**src/rtl/fetch_pkg.sv**
```systemverilog
// Shared types and constants for the instruction-fetch stage.
package fetch_pkg;

  localparam int FETCH_W = 32;
  localparam logic [FETCH_W-1:0] NOP_INSTR = 32'h0000_0013;

  typedef enum logic [1:0] {
    BOOT  = 2'd0,
    RUN   = 2'd1,
    FAULT = 2'd2
  } fetch_state_t;

  typedef struct packed {
    logic               valid;
    logic [FETCH_W-1:0] pc;
    logic [FETCH_W-1:0] pc_plus4;
    logic [FETCH_W-1:0] instr;
    logic               fault;
  } ifid_t;

  function automatic logic [31:0] sat_inc(input logic [31:0] v);
    return (v == 32'hFFFF_FFFF) ? v : v + 32'd1;
  endfunction

endpackage

```
**src/rtl/fetch_perf_counters.sv**
```systemverilog
// Three saturating 32-bit event counters for the fetch stage; each counts one per
// cycle its strobe is high and sticks at all-ones.
module fetch_perf_counters
  import fetch_pkg::*;
(
  input  logic        clk,
  input  logic        rst_n,
  input  logic        i_fetch_inc,
  input  logic        i_stall_inc,
  input  logic        i_flush_inc,
  output logic [31:0] o_fetched,
  output logic [31:0] o_stall,
  output logic [31:0] o_flush
);

  logic [31:0] r_fetched;
  logic [31:0] r_stall;
  logic [31:0] r_flush;

  always_ff @(posedge clk or negedge rst_n) begin
    if (!rst_n) begin
      r_fetched <= '0;
      r_stall   <= '0;
      r_flush   <= '0;
    end else begin
      if (i_fetch_inc) r_fetched <= sat_inc(r_fetched);
      if (i_stall_inc) r_stall   <= sat_inc(r_stall);
      if (i_flush_inc) r_flush   <= sat_inc(r_flush);
    end
  end

  assign o_fetched = r_fetched;
  assign o_stall   = r_stall;
  assign o_flush   = r_flush;

endmodule

```
**src/rtl/fetch_stage.sv**
```systemverilog
// Instruction fetch: PC, next-PC select and IF/ID register; one-edge latency, stall holds PC and IF/ID.
// FETCH_PERF_EN enables the saturating perf counters; otherwise perf outputs are tied to 0.
module fetch_stage
  import fetch_pkg::*;
#(
  parameter int               WIDTH          = 32,
  parameter logic [WIDTH-1:0] RESET_PC       = '0,
  parameter int               IMEM_ADDR_BITS = 16
) (
  input  logic             clk,
  input  logic             rst_n,
  input  logic             stall_i,
  input  logic             redirect_i,
  input  logic [WIDTH-1:0] redirect_target_i,
  output logic [WIDTH-1:0] imem_pc_o,
  input  logic [WIDTH-1:0] imem_instr_i,
  output logic             ifid_valid_o,
  output logic [WIDTH-1:0] ifid_pc_o,
  output logic [WIDTH-1:0] ifid_pc_plus4_o,
  output logic [WIDTH-1:0] ifid_instr_o,
  output logic             ifid_fault_o,
  output logic [31:0]      perf_fetched_o,
  output logic [31:0]      perf_stall_o,
  output logic [31:0]      perf_flush_o
);

  // Span is one bit wider so IMEM_ADDR_BITS == WIDTH does not overflow.
  localparam logic [WIDTH:0]   IMEM_SPAN = (WIDTH+1)'(1) << IMEM_ADDR_BITS;
  localparam logic [WIDTH-1:0] IMEM_LAST = WIDTH'(IMEM_SPAN - (WIDTH+1)'(4));

  localparam ifid_t IFID_RESET = '{valid: 1'b0, pc: '0, pc_plus4: 32'd4,
                                   instr: NOP_INSTR, fault: 1'b0};

  fetch_state_t     r_state;
  logic [WIDTH-1:0] r_pc;
  ifid_t            r_ifid;
  logic [WIDTH-1:0] w_pc_plus4;
  logic             w_fault;

  assign w_pc_plus4 = r_pc + WIDTH'(4);
  assign w_fault    = (r_pc[1:0] != 2'b00) | (r_pc > IMEM_LAST);

  always_ff @(posedge clk or negedge rst_n) begin
    if (!rst_n) begin
      r_state <= BOOT;
      r_pc    <= RESET_PC;
      r_ifid  <= IFID_RESET;
    end else begin
      case (r_state)
        BOOT: begin
          r_state <= RUN;
          if (redirect_i) r_pc <= redirect_target_i;
        end
        RUN: begin
          if (redirect_i) begin
            r_pc         <= redirect_target_i;
            r_ifid.valid <= 1'b0;
            r_ifid.instr <= NOP_INSTR;
            r_ifid.fault <= 1'b0;
          end else if (!stall_i) begin
            r_ifid.valid    <= 1'b1;
            r_ifid.pc       <= r_pc;
            r_ifid.pc_plus4 <= w_pc_plus4;
            if (w_fault) begin
              // PC stays on the faulting address so it is visible until redirected.
              r_ifid.instr <= NOP_INSTR;
              r_ifid.fault <= 1'b1;
              r_state      <= FAULT;
            end else begin
              r_ifid.instr <= imem_instr_i;
              r_ifid.fault <= 1'b0;
              r_pc         <= w_pc_plus4;
            end
          end
        end
        FAULT: begin
          if (redirect_i) begin
            r_pc         <= redirect_target_i;
            r_ifid.valid <= 1'b0;
            r_ifid.instr <= NOP_INSTR;
            r_ifid.fault <= 1'b0;
            r_state      <= RUN;
          end else if (!stall_i) begin
            r_ifid.valid <= 1'b0;
            r_ifid.instr <= NOP_INSTR;
            r_ifid.fault <= 1'b0;
          end
        end
        default: r_state <= BOOT;
      endcase
    end
  end

  assign imem_pc_o       = r_pc;
  assign ifid_valid_o    = r_ifid.valid;
  assign ifid_pc_o       = r_ifid.pc;
  assign ifid_pc_plus4_o = r_ifid.pc_plus4;
  assign ifid_instr_o    = r_ifid.instr;
  assign ifid_fault_o    = r_ifid.fault;

`ifdef FETCH_PERF_EN
  logic w_fetch_inc;
  logic w_stall_inc;
  logic w_flush_inc;

  assign w_fetch_inc = (r_state == RUN) & ~redirect_i & ~stall_i;
  assign w_stall_inc = (r_state != BOOT) & stall_i & ~redirect_i;
  assign w_flush_inc = redirect_i;

  fetch_perf_counters u_perf (
    .clk         (clk),
    .rst_n       (rst_n),
    .i_fetch_inc (w_fetch_inc),
    .i_stall_inc (w_stall_inc),
    .i_flush_inc (w_flush_inc),
    .o_fetched   (perf_fetched_o),
    .o_stall     (perf_stall_o),
    .o_flush     (perf_flush_o)
  );
`else
  assign perf_fetched_o = '0;
  assign perf_stall_o   = '0;
  assign perf_flush_o   = '0;
`endif

endmodule

```
**config.mk**
```make
export PLATFORM = sky130hd
export DESIGN_NAME = fetch_stage
export DESIGN_NICKNAME = d
export VERILOG_FILES = /design/src/rtl/fetch_pkg.sv /design/src/rtl/fetch_perf_counters.sv /design/src/rtl/fetch_stage.sv
export SDC_FILE = /design/constraint.sdc
export NUM_CORES = 1
export LEC_CHECK = 0
export ABC_AREA = 1
export CAP_MARGIN = 20
export CORE_MARGIN = 4
export CORE_UTILIZATION = 47
export DETAILED_ROUTE_END_ITERATION = 16
export HOLD_SLACK_MARGIN = 0.03
export PLACE_DENSITY = 0.88
export REMOVE_ABC_BUFFERS = 1
export SLEW_MARGIN = 15
export SYNTH_ARGS = -nofsm -noshare
export SYNTH_HDL_FRONTEND = slang
export SYNTH_HIERARCHICAL = 1
export SYNTH_SLANG_ARGS = --single-unit
```
**constraint.sdc**
```tcl
create_clock -name clk -period 3.83 [get_ports clk]
set_clock_uncertainty 0.05 [all_clocks]
set_input_delay 0.383 -clock clk [delete_from_list [all_inputs] [get_ports clk]]
set_output_delay 0.383 -clock clk [all_outputs]
set_load 0.03 [all_outputs]
```
# Yosys cells after proc, flatten, opt, wreduce, memory -nomap -nowiden
# Index checks and enable logic that the tools add are counted.
# Widths: inputs -> output; s select.
totals:
  reg_bits: 132
  out_inout_bits: 226
  inputBits: 68
op_classes:
  mux: 20
  n_lt_le_gt_ge: 1
  add_sub_neg: 1
  n_reduce_logical: 9
  eq_ne: 10
  bitwise_logic: 3
op_table:
  columns: ["operator", "count"]
  rows:
  - ["$mux 33", 4]
  - ["$mux 32", 4]
  - ["$mux 98", 1]
  - ["$pmux 33 s2", 1]
  - ["$pmux 32 s2", 1]
  - ["$add 32x3->32 const B", 1]
  - ["$gt 32x16->1 const B", 1]
  - ["$ne 3x3->1 const B", 3]
  - ["$mux 2", 4]
  - ["$ne 2x2->1 const B", 4]
  - ["$reduce_and 4->1", 2]
  - ["$pmux 2 s3", 1]
  - ["$reduce_and 3->1", 2]
  - ["$reduce_bool 2->1", 3]
  - ["$mux 1", 3]
  - ["$eq 2x1->1 const B", 1]
  - ["$eq 2x2->1 const B", 1]
  - ["$logic_not 2->1", 1]
  - ["$ne 2x1->1 const B", 1]
  - ["$not 1->1", 2]
  - ["$pmux 1 s2", 1]
  - ["$reduce_or 2->1", 1]
  - ["$or 1x1->1", 1]

# Logic depth before layout (Yosys ltp)
logic_depth:
  depth_word: 6
  mapped_depth: 10
  depth_no_buf: 10

# Worst setup path before layout
# No wires, ideal clock.
synth_path:
  kind: "flip-flop to flip-flop"
  from: "reg r_pc[2] (netlist: imem_pc_o[2])"
  to: "reg r_pc[16] (netlist: imem_pc_o[16])"
  path_slack_ns: 2.005
  setup_time_ns: 0.117
  t_required_ns: 3.663
  period_less_slack_ns: 1.825
  arrival_ns: 1.658
  path_stages_with_launch: 11
  path_cell_list: "dfrtp_1 > ha_1 > nand3_1 > inv_2 > nand2_2 > nor2_2 > nand2_1 > nand2_1 > nand3_1 > nand3_1 > nand2_1"
synth_between:
  elab_chain_cells: 5
synth_lines:
  columns: ["item", "line_no", "source"]
  rows:
  - ["start: declaration", "fetch_stage.sv:35", "logic [WIDTH-1:0] r_pc;"]
  - ["start signal: assignment", "fetch_stage.sv:52", "if (redirect_i) r_pc <= redirect_target_i;"]
  - ["start signal: assignment", "fetch_stage.sv:56", "r_pc <= redirect_target_i;"]
  - ["start signal: assignment", "fetch_stage.sv:72", "r_pc <= w_pc_plus4;"]
  - ["$add 32x3->32", "fetch_stage.sv:40", "assign w_pc_plus4 = r_pc + WIDTH'(4);"]
  - ["$mux 32", "fetch_stage.sv:64", "if (w_fault) begin"]
  - ["$mux 32", "fetch_stage.sv:60", "end else if (!stall_i) begin"]
  - ["$mux 32", "fetch_stage.sv:55", "if (redirect_i) begin"]
  - ["$pmux 32 s2", "fetch_stage.sv:49", "case (r_state)"]
# Several ways; a longest one is shown, not always the timed one. The select of a mux whose other input is x is not followed.
# A chain may end at the register's enable or synchronous reset.

# Worst setup path after layout
layout_path:
  from: "in redirect_i"
  to: "reg r_ifid, in the netlist ifid_instr_o[23]"
layout_between:
  elab_chain_cells: 2
layout_lines:
  columns: ["item", "line_no", "source"]
  rows:
  - ["start: declaration", "fetch_stage.sv:13", "input logic redirect_i,"]
  - ["$ne 3x3->1 (no source line), or another cell as far along", null, null]
  - ["$reduce_and 3->1 (no source line) or $pmux 33 s2 (tied branches)", null, null]
  - ["end: declaration", "fetch_stage.sv:36", "ifid_t r_ifid;"]
# Several ways; a longest one is shown, not always the timed one.

==> run metrics <==
initial antenna violation count 1; Tmin final 2.29 ns; most frequent cell after synthesis nand2_1; WS Path Type in -> reg; I/O Buffers 197; reg-to-reg endpoint imem_pc_o[6]$_DFFE_PN0P_; Remaining DRCs 0; DP Worst Slack 1.12 ns; die width 129 µm; Cells after DPL 1232; slew of the pin with the lowest slew margin 0.955 ns; DR pass1 iterations 5; fin nets 1136; cell row count 44; most frequent cells after synthesis nand2_1 (296), dfrtp_1 (126), buf_4 (100); Startpoint Class input port; number of register bits inferred by synthesis 130; top_reg_cell synth dfrtp_1; critical path, cell by cell clkdlybuf4s50_1 > nor2_1 > nand2_4 > inv_2 > buf_12 > nand2_1 > o21ai_0; number of max-cap violations 0; FF-to-FF setup slack 1.59 ns; final worst-path cycle share 0.598; # hold bufs at CTS 0; Synth Instances 883; final setup margin 1.54 ns; Seq/Total Area, Yosys 0.472; Yosys top cell area share 0.457; kind of end point of the critical path register; setup TNS 0 ns; clock buffer depth 2; async set-reset flop share out of synthesis 1.00; cts repair resizes 0; Rel. slew slack 0.362; pin count of the biggest net entering global routing 103; Worst Hold Class in -> async; Arr. time, crit path 2.55 ns; GPL Wtd Cong 0.826; grt total ovfl 0; Area contributors post-synth dfrtp_1 (46%), nand2_1 (16%), buf_4 (11%); worst skew pair latency 0.42 ns; Starting Density 0.476; Hold Fails Final Rpt 0; cell family with most CP delay buffers and inverters; Crit path buffers/inverters 3; reg2reg path depth 6; CTS tree yes; syn avg cell area 7.81 µm²; CTS root buf clkbuf_16; Post-Layout Cell Count 1265; max-slew violations 0; DR WL/cell 15.6 µm; Yosys top cell by area dfrtp_1; post-DR vias/cell 4.87; final WL 19.8 mm; status complete, no violations; via count 6166; static leakage 4.25 nW; die area 0.0167 mm²; CP Max Fanout 48; HPWL after detailed placement 14.5 mm; max incr delay on CP 0.53 ns; Post-synth EDFFs 0; Worst EP required 4.09 ns; Post-CTS Setup Inserts 0; Levels on crit path 7; number of global-route vias before repair 5790; synth unique cells 30; worst r2r src imem_pc_o[29]$_DFFE_PN0P_; final setup violation count 0; CTS buffer count 17; CORE AREA 0.0145 mm²; Max VDD drop 0.503 mV; synthesis-to-finish area growth 33.6%; first-pass GRT wire length 30.1 mm; RSZ-0062 raised after global routing no; synth warn 6; top achievable clock speed 436 MHz; share of layout cells above drive strength 1 0.0704; Cell Area, Synth 0.00690 mm²; H-Tree Depth 4; Placement Cell Area 0.00859 mm²; CTS clock-pin slew for the worst setup and hold paths 0.05 ns; I/O Pins 294; Die Height 129 µm; DR iter-0 viols 452; Pwr Density 771 mW/mm²; Critical-path top delay cell clkdlybuf4s50_1; Hold WS 0.0271 ns; clock sink count 130; Design Area, Final 0.00922 mm²; Final ANT Viol Nets 0; total global-route track usage 0.233
flip-flops by register name, summed over array words and instances (netlist names):
name / cells
ifid_pc_o: 32
ifid_instr_o: 32
ifid_pc_plus4_o: 30
imem_pc_o: 32
r_state: 2
ifid_fault_o: 1
ifid_valid_o: 1
cells in the final DEF (no fill, tap or decap), drive strengths merged:
cell type,n
nand2,301
clkdlybuf4s50,196
dfrtp,126
o21ai,98
conb,96
nor2,70
inv,60
nand3,52
clkbuf,20
a31oi,11
xor2,11
or2,11
clkinvlp,5
buf,5
dfstp,4
bufinv,3
clkinv,3
mux2,2
a21oi,2
diode,1
o211ai,1
nor3,1
o22ai,1
ha,1
metal layers:
metal	vias up	track usage	share of wire
li1	2954	-	-
met2	287	0.377	0.49
met5	-	0	0
met3	32	0.0734	0.094
met1	2893	0.293	0.40
met4	0	0.0865	0.019
final cells by class:
cell class              count  area (µm²)
multi-input cells         658        2870
flip-flops and latches    130        3260
well taps                 184         230
diodes                      1        2.50
repair buffers            201        2020
inverters                  59         221
fillers                  1230        5260
clock inverters            12         155
clock buffers              20         467
power breakdown:
| group | switching [W] | leakage [nW] | internal [W] | total (W) |
|---|---|---|---|---|
| clock network | 0.000622 | 0.291 | 0.00107 | 0.00170 |
| logic | 0.00203 | 2.31 | 0.00115 | 0.00319 |
| registers | 0.000401 | 1.64 | 0.00182 | 0.00222 |
| total | 0.00306 | 4.25 | 0.00405 | 0.00710 |
logic make-up after synthesis:
group,synth area share
AOI/OAI and AO/OA,0.0873
xor gates and xnor gates,0.0140
adders and majority gates,0.00181
buffers and inverters,0.165
DFF,0.472
muxes,0.00327
other,0.000544
and+or+nand+nor,0.255
per-stage QoR:
step / util / total power (W)
final: 0.636 / 0.00710
after global routing: 0.636 / 0.00749
after CTS: 0.636 / 0.00714
after detailed placement: 0.593 / 0.00542
after global placement: 0.593 / 0.00536
after floorplan: - / 0.00400
worst max path at each step:
stage                            from                         endpoint  slack (ns)
2_1_floorplan  r_state[0]$_DFFE_PN0P_  ifid_pc_plus4_o[11]$_DFFE_PN0P_        0.70
3_3_place_gp               redirect_i     ifid_instr_o[15]$_DFFE_PN0P_        1.26
3_5_place_dp               redirect_i     ifid_instr_o[23]$_DFFE_PN0P_        1.12
4_1_cts                    redirect_i     ifid_instr_o[23]$_DFFE_PN0P_        1.56
5_1_grt                    redirect_i     ifid_instr_o[25]$_DFFE_PN0P_        1.35
6_report                   redirect_i     ifid_instr_o[23]$_DFFE_PN0P_        1.54
No activity file was read; power rests on OpenSTA's default activity.
